## src/rtl/prz_flag_pkg.sv

```systemverilog
// Shared flag encoding for the prz core: flag vector layout and the
// condition mnemonics decoded by the conditional-jump mask unit.
package prz_flag_pkg;

   localparam int unsigned FLAG_W   = 4;
   localparam int unsigned FLAG_Z   = 0;
   localparam int unsigned FLAG_S   = 1;
   localparam int unsigned FLAG_C   = 2;
   localparam int unsigned FLAG_OVR = 3;

   typedef logic [FLAG_W-1:0] flags_t;

   // Pairs differ only in bit 0: even = negated, odd = asserted condition
   typedef enum logic [3:0] {
      COND_NEVER = 4'b0000,
      COND_ALW   = 4'b0001,
      COND_NC    = 4'b0010,
      COND_C     = 4'b0011,
      COND_NZ    = 4'b0100,
      COND_Z     = 4'b0101,
      COND_NS    = 4'b0110,
      COND_S     = 4'b0111,
      COND_NO    = 4'b1000,
      COND_O     = 4'b1001,
      COND_LS    = 4'b1010,
      COND_HI    = 4'b1011,
      COND_LT    = 4'b1100,
      COND_GE    = 4'b1101,
      COND_LE    = 4'b1110,
      COND_GT    = 4'b1111
   } cond_e;

endpackage

```

## src/rtl/flag_stack.sv

```systemverilog
// Small LIFO holding saved flag vectors; push and pop together is a no-op.
// Overflow and underflow drop the operation and raise a sticky error.
module flag_stack #(
   parameter int unsigned WIDTH = 4,
   parameter int unsigned DEPTH = 4
) (
   input  logic             clk_i,
   input  logic             rst_i,
   input  logic             push,
   input  logic             pop,
   input  logic [WIDTH-1:0] din,
   output logic [WIDTH-1:0] dout,
   output logic             full,
   output logic             empty,
   output logic             err
);

   localparam int unsigned AW = $clog2(DEPTH);
   localparam int unsigned CW = AW + 1;

   logic [WIDTH-1:0] mem [DEPTH];
   logic [CW-1:0]    count_q;
   logic [CW-1:0]    count_d;
   logic             do_push;
   logic             do_pop;
   logic             err_d;

   always_comb begin
      do_push = push && !pop && !full;
      do_pop  = pop && !push && !empty;
      err_d   = err || (push && !pop && full) || (pop && !push && empty);
      count_d = count_q;
      if (do_push) begin
         count_d = count_q + CW'(1);
      end else if (do_pop) begin
         count_d = count_q - CW'(1);
      end
   end

   // full/empty are registered alongside the count they decode
   always_ff @(posedge clk_i or posedge rst_i) begin
      if (rst_i) begin
         count_q <= '0;
         full    <= 1'b0;
         empty   <= 1'b1;
         err     <= 1'b0;
      end else begin
         count_q <= count_d;
         full    <= (count_d == CW'(DEPTH));
         empty   <= (count_d == '0);
         err     <= err_d;
      end
   end

   always_ff @(posedge clk_i) begin
      if (do_push) begin
         mem[count_q[AW-1:0]] <= din;
      end
   end

   assign dout = mem[AW'(count_q - CW'(1))];

endmodule

```

## src/rtl/flag_unit.sv

```systemverilog
// Status-flag register for the prz core: derives Z/S/C/OVR from the ALU,
// with explicit load and a LIFO save/restore path.
module flag_unit
   import prz_flag_pkg::*;
#(
   parameter int unsigned DATA_WIDTH  = 16,
   parameter int unsigned STACK_DEPTH = 4
) (
   input  logic                  clk_i,
   input  logic                  rst_i,
   input  logic [DATA_WIDTH-1:0] alu_res_i,
   input  logic                  alu_carry_i,
   input  logic                  alu_ovr_i,
   input  logic                  flag_we_i,
   input  logic                  flag_ld_i,
   input  logic [FLAG_W-1:0]     flag_ld_data_i,
   input  logic                  flag_push_i,
   input  logic                  flag_pop_i,
   output logic                  z_flag_o,
   output logic                  s_flag_o,
   output logic                  c_flag_o,
   output logic                  ovr_flag_o,
   output logic [FLAG_W-1:0]     flags_o,
   output logic                  stack_full_o,
   output logic                  stack_empty_o,
   output logic                  stack_err_o
);

   flags_t flags_q;
   flags_t flags_d;
   flags_t alu_flags;
   flags_t stack_top;

   flag_stack #(
      .WIDTH (FLAG_W),
      .DEPTH (STACK_DEPTH)
   ) u_stack (
      .clk_i (clk_i),
      .rst_i (rst_i),
      .push  (flag_push_i),
      .pop   (flag_pop_i),
      .din   (flags_q),
      .dout  (stack_top),
      .full  (stack_full_o),
      .empty (stack_empty_o),
      .err   (stack_err_o)
   );

   always_comb begin
      alu_flags           = '0;
      alu_flags[FLAG_Z]   = (alu_res_i == '0);
      alu_flags[FLAG_S]   = alu_res_i[DATA_WIDTH-1];
      alu_flags[FLAG_C]   = alu_carry_i;
      alu_flags[FLAG_OVR] = alu_ovr_i;
   end

   // Restore from stack wins only for a lone pop that actually has an entry
   always_comb begin
      flags_d = flags_q;
      if (flag_pop_i && !flag_push_i && !stack_empty_o) begin
         flags_d = stack_top;
      end else if (flag_ld_i) begin
         flags_d = flag_ld_data_i;
      end else if (flag_we_i) begin
         flags_d = alu_flags;
      end
   end

   always_ff @(posedge clk_i or posedge rst_i) begin
      if (rst_i) begin
         flags_q <= '0;
      end else begin
         flags_q <= flags_d;
      end
   end

   assign flags_o    = flags_q;
   assign z_flag_o   = flags_q[FLAG_Z];
   assign s_flag_o   = flags_q[FLAG_S];
   assign c_flag_o   = flags_q[FLAG_C];
   assign ovr_flag_o = flags_q[FLAG_OVR];

endmodule

```

## config.mk

```make
export PLATFORM = sky130hd
export DESIGN_NAME = flag_unit
export DESIGN_NICKNAME = d
export VERILOG_FILES = /design/src/rtl/prz_flag_pkg.sv /design/src/rtl/flag_stack.sv /design/src/rtl/flag_unit.sv
export SDC_FILE = /design/constraint.sdc
export NUM_CORES = 1
export LEC_CHECK = 0
export BUFFER_PORTS_ARGS = -buffer_cell sky130_fd_sc_hd__buf_2
export CORE_MARGIN = 4
export CORE_UTILIZATION = 45
export DETAILED_ROUTE_END_ITERATION = 7
export PLACE_DENSITY = 0.82
export REMOVE_ABC_BUFFERS = 1
export SLEW_MARGIN = 25
export SYNTH_ARGS = -nofsm -noshare
export SYNTH_HDL_FRONTEND = slang
export SYNTH_SLANG_ARGS = --single-unit
```

## constraint.sdc

```tcl
create_clock -name clk_i -period 3.2 [get_ports clk_i]
set_clock_uncertainty 0.1 [all_clocks]
set_input_delay 0.16 -clock clk_i [delete_from_list [all_inputs] [get_ports clk_i]]
set_output_delay 0.16 -clock clk_i [all_outputs]
set_load 0.05 [all_outputs]
```

* Yosys cells after proc, flatten, opt, wreduce, memory -nomap -nowiden *
Memory sizes are Yosys's and may differ from the RTL's.
Index checks and enable logic that the tools add are counted.

cells by class
  add/subtract/negate cells = 2
  eq/ne operators = 1
  multiplexer cells = 7
  reductions and logical operators = 15

operators with widths
  operator                                                             number
  16-bit zero test                                                     1
  4-bit 2-to-1 mux                                                     3
  1-bit logical AND                                                    6
  3-bit 2-to-1 mux                                                     2
  1-bit zero test                                                      4
  3-bit by 1-bit adder with 3-bit output (second input constant)       1
  3-bit equality test (second input constant)                          1
  3-bit zero test                                                      1
  3-bit nonzero test                                                   1
  3-bit by 1-bit subtractor with 3-bit output (second input constant)  1
  1-bit logical OR                                                     2
  1-bit 2-to-1 mux                                                     2

storage, ports and cells
  register bits after elaboration = 10
  memories kept = 1
  input port bits = 28
  memory bits (writable) = 16

memories
  memory       depth  width  read ports  clocked after memory_dff  write ports  RTL line          source
  u_stack.mem  4      4      1           0                         1            flag_stack.sv:21  logic [WIDTH-1:0] mem [DEPTH];

* Longest topological paths before layout *
  word-level depth = 6
  depth in mapped cells = 8

* By module *
From an unflattened synthesis, not the netlist that was laid out.

second synthesis, totals
  cell total of the unflattened synthesis = 95
  area total of the unflattened synthesis = 1331.3 µm²

modules (own cells, without submodules)
  module      seq. area each (µm²)  area each (µm²)  times used  cells each
  flag_stack  631.9                 974.7            1           57
  flag_unit   100.1                 356.6            1           38

* Worst setup path after synthesis *
Ideal clock, no wire load.

  path type = reg2reg
  start = register u_stack.count_q[0]
  end = register flags_q[0] (netlist: flags_o[0])
  cell stages (with the launch flop) = 9
  setup time = 124 ps
  data arrival time = 1722 ps
  path buffers = 2
  slack = 1254 ps
  cell sequence = dfrtp_1 -> buf_2 -> inv_1 -> ha_1 -> clkbuf_1 -> mux4_2 -> nand2_1 -> o21ai_0 -> o31a_1

between the ends
  longest elaborated chain between the ends = 3

RTL lines
  element                                      RTL line          source
  start, declared                              flag_stack.sv:22  logic [CW-1:0] count_q;
  start signal, assigned                       flag_stack.sv:48  count_q <= count_d;
  3-bit by 1-bit subtractor with 3-bit output  -
  memory read 4 x 4 bit                        -
  4-bit 2-to-1 mux                             flag_unit.sv:60   if (flag_pop_i && !flag_push_i && !stack_empty_o) begin
  end signal, assigned                         flag_unit.sv:73   flags_q <= flags_d;
  end, declared                                flag_unit.sv:29   flags_t flags_q;

No other way between the ends.
A chain may end at the register's enable or synchronous reset.

* Final worst setup path *
Ends and elaborated chain as after synthesis.

==> metrics.yaml <==
fp.dieH_microns: 61.4
min_period_ns: 2.06
powerDensity_nw_per_um2: 831
final_nets: 166
switching_share: 0.430
crit_family: "flip-flops"
maxCapViolCount: 0
synth_seq_cells: 26
initialDrtViolationCount: 46
start_kind: "flop"
gr-total-overflow: 0
setup_viol: 0
yosys_warnings: 0
netlist_top_cells_count: "16 x edfxtp_1, 9 x dfrtp_1, 8 x nor2_1"
synth_top_area_frac: 0.374
slew_headroom: 0.637
crit_chain: "inv_1 -> ha_1 -> mux4_2 -> nand2_1 -> o21ai_0 -> o31a_1"
die_w_microns: 61.4
clkPwrFrac: 0.109
outcome: "complete, no violations"
synth.largest_area_cell: "edfxtp_1"
critPathMaxStageDelay_ns: 0.59
cts_setup_buffers: 0
insertion_delay_ns: 0.31
syn_area_per_cell_sq_um: 13.1
async_flop_share: 0.385
leakagePower_nw: 0.640
sequentialPowerShare: 0.441
cts_buffer_depth: 2
synthFlopType: "edfxtp_1"
synth_cells: 98
path_class: "flop to flop"
worst_pin_slew_ns: 0.544
drv_slew: 0
vias: 833
p_int_mw: 0.708
ant_nets: 0
core_sq_um: 2730
firstDrtPassIters: 4
crit_required_ns: 3.30
viasPerCell: 5.11
dieArea_sq_um: 3770
seq_area_frac_synth: 0.570
slowest_stage: "dfrtp_1"
root_buffer: "clkbuf_4"
place.port_buffers: 38
clkTransAtPathRegs_ns: 0.13
cts_tree: "yes"
drc: 0
antenna_found_initial: 0
p_sw_mw: 0.535
cts.sinks: 26
rsz0062_at_grt: "false"
hold_viol: 0
wl_per_cell_microns: 15.7
io_pins: 39
grt_pass1_vias: 819
yosysMostFrequentCell: "edfxtp_1"
cts_inserted_buffers: 3
finalNonFillerCells: 163
rows: 19
synth.area.top_cells: "edfxtp_1 37%, dfrtp_1 18%, mux4_2 7.0%"
finalCritPeriodShare: 0.643
fin_setup_tns_ns: 0
placed_cells: 158
cts_resized: 0
synth_edf_count: 16
peakVddDrop_v: 0.000461
track_usage: 0.144
critical_path_buf_inv_count: 1
initial_core_util: 0.470
fmax_ghz: 0.486
h-tree-depth: 1
drive_gt1_frac: 0.379
diodes: 0
end_kind: "flop"
hold_path_class: "input pin to flop"
globalplace.congestion: 0.831
synthesis.area_sq_um: 1280
grt_max_degree: 16
wl_microns: 2560
cp.arrival_ns: 2.16
area_delta_synth_final_pct: 16.6
pwr-share-comb: 0.451
critPathMaxFanout: 9
grt_pass1_wl_microns: 3890
synth.lib_cells_used.distinct: 28
==> what timing repair did <==
action / 4_1_cts / 5_1_grt
endpoints found under the hold margin: 9 / 0
hold buffers: 1 / 0
setup endpoints to repair: 0 / 0
==> worst min-delay path, stage by stage <==
cell and delay [ns]:
buf_2 0.13, nand3b_1 0.08, nand2_1 0.04
==> registers in the layout (all words and copies together) (netlist names) <==
name / cells
flags_o: 4
u_stack.full: 1
u_stack.count_q: 3
u_stack.err: 1
u_stack.mem: 16
u_stack.empty: 1
==> through the flow <==
| step | hold WS (ns) | worst slack, ns | total power [mW] | util | area [sq um] |
|---|---|---|---|---|---|
| 2_1_floorplan | -0.101 | 1.34 | 0.969 | - | 1230 |
| 3_3_place_gp | 0.0549 | 1.25 | 1.09 | 0.534 | 1460 |
| 3_5_place_dp | 0.0693 | 1.15 | 1.11 | 0.534 | 1460 |
| 4_1_cts | 0.0170 | 1.13 | 1.25 | 0.547 | 1500 |
| 5_1_grt | 0.0250 | 0.968 | 1.32 | 0.547 | 1500 |
| 6_report | 0.0237 | 1.14 | 1.24 | 0.547 | 1500 |
==> metal layers <==
metal / vias to the layer above / share of wire / global-route usage
met2: 21 / 0.53 / 0.243
met5: - / 0 / 0
met1: 390 / 0.40 / 0.184
met3: 6 / 0.039 / 0.0147
li1: 416 / - / -
met4: 0 / 0.029 / 0.0727
==> path summary, 6_finish.rpt <==
| kind | startpoint | endpoint | slack, ns | cells after the start |
|---|---|---|---|---|
| max | u_stack.count_q[0] | flags_o[0] | 1.14 | 6 |
| min | flag_push_i | u_stack.err | 0.02 | 3 |
| max reg2reg | u_stack.count_q[0] | flags_o[0] | 1.14 | 6 |
| min reg2reg | u_stack.err | u_stack.err | 0.39 | 2 |
| max in group asynchronous | rst_i | u_stack.empty | 2.38 | 3 |
| min in group asynchronous | rst_i | u_stack.full | 0.30 | 3 |
==> power by group through the flow <==
stage / sequential [mW] / clock (mW) / combinational, mW
2_1_floorplan: 0.713 / 0 / 0.256
3_3_place_gp: 0.547 / 0 / 0.542
3_5_place_dp: 0.557 / 0 / 0.552
4_1_cts: 0.548 / 0.138 / 0.559
5_1_grt: 0.564 / 0.148 / 0.604
6_report: 0.548 / 0.135 / 0.560
==> kinds of logic (layout without fill, tap and decap cells) <==
| kind of cell | Yosys count | in the layout | share of synthesized area |
|---|---|---|---|
| buf+inv | 14 | 48 | 0.0556 |
| mux | 9 | 9 | 0.109 |
| compound gates | 12 | 12 | 0.0565 |
| xor+xnor | 2 | 2 | 0.0195 |
| flops | 26 | 26 | 0.570 |
| simple gates | 30 | 30 | 0.140 |
| fa+ha+maj | 5 | 5 | 0.0487 |
==> cell type report <==
| cell class | instances | area, sq um |
|---|---|---|
| Inverter | 5 | 18.8 |
| Fill cell | 208 | 1240 |
| Timing Repair Buffer | 39 | 200 |
| Clock buffer | 3 | 22.5 |
| Sequential cell | 26 | 732 |
| Clock inverter | 1 | 3.75 |
| Multi-Input combinational cell | 58 | 480 |
| Tap cell | 31 | 38.8 |
==> placed cells by master (no fill, tap or decap), types with 2 or more instances in the layout <==
cell type	instances
buf_2	38
edfxtp_1	16
dfrtp_1	9
nor2_1	8
inv_1	5
mux2i_1	5
nand2_1	5
and2_1	5
ha_1	5
nor4_1	4
mux4_2	4
o21ai_0	4
a21oi_1	4
clkbuf_4	3
nor3b_4	2
nor3_1	2
No activity file was read; power rests on OpenSTA's default activity.
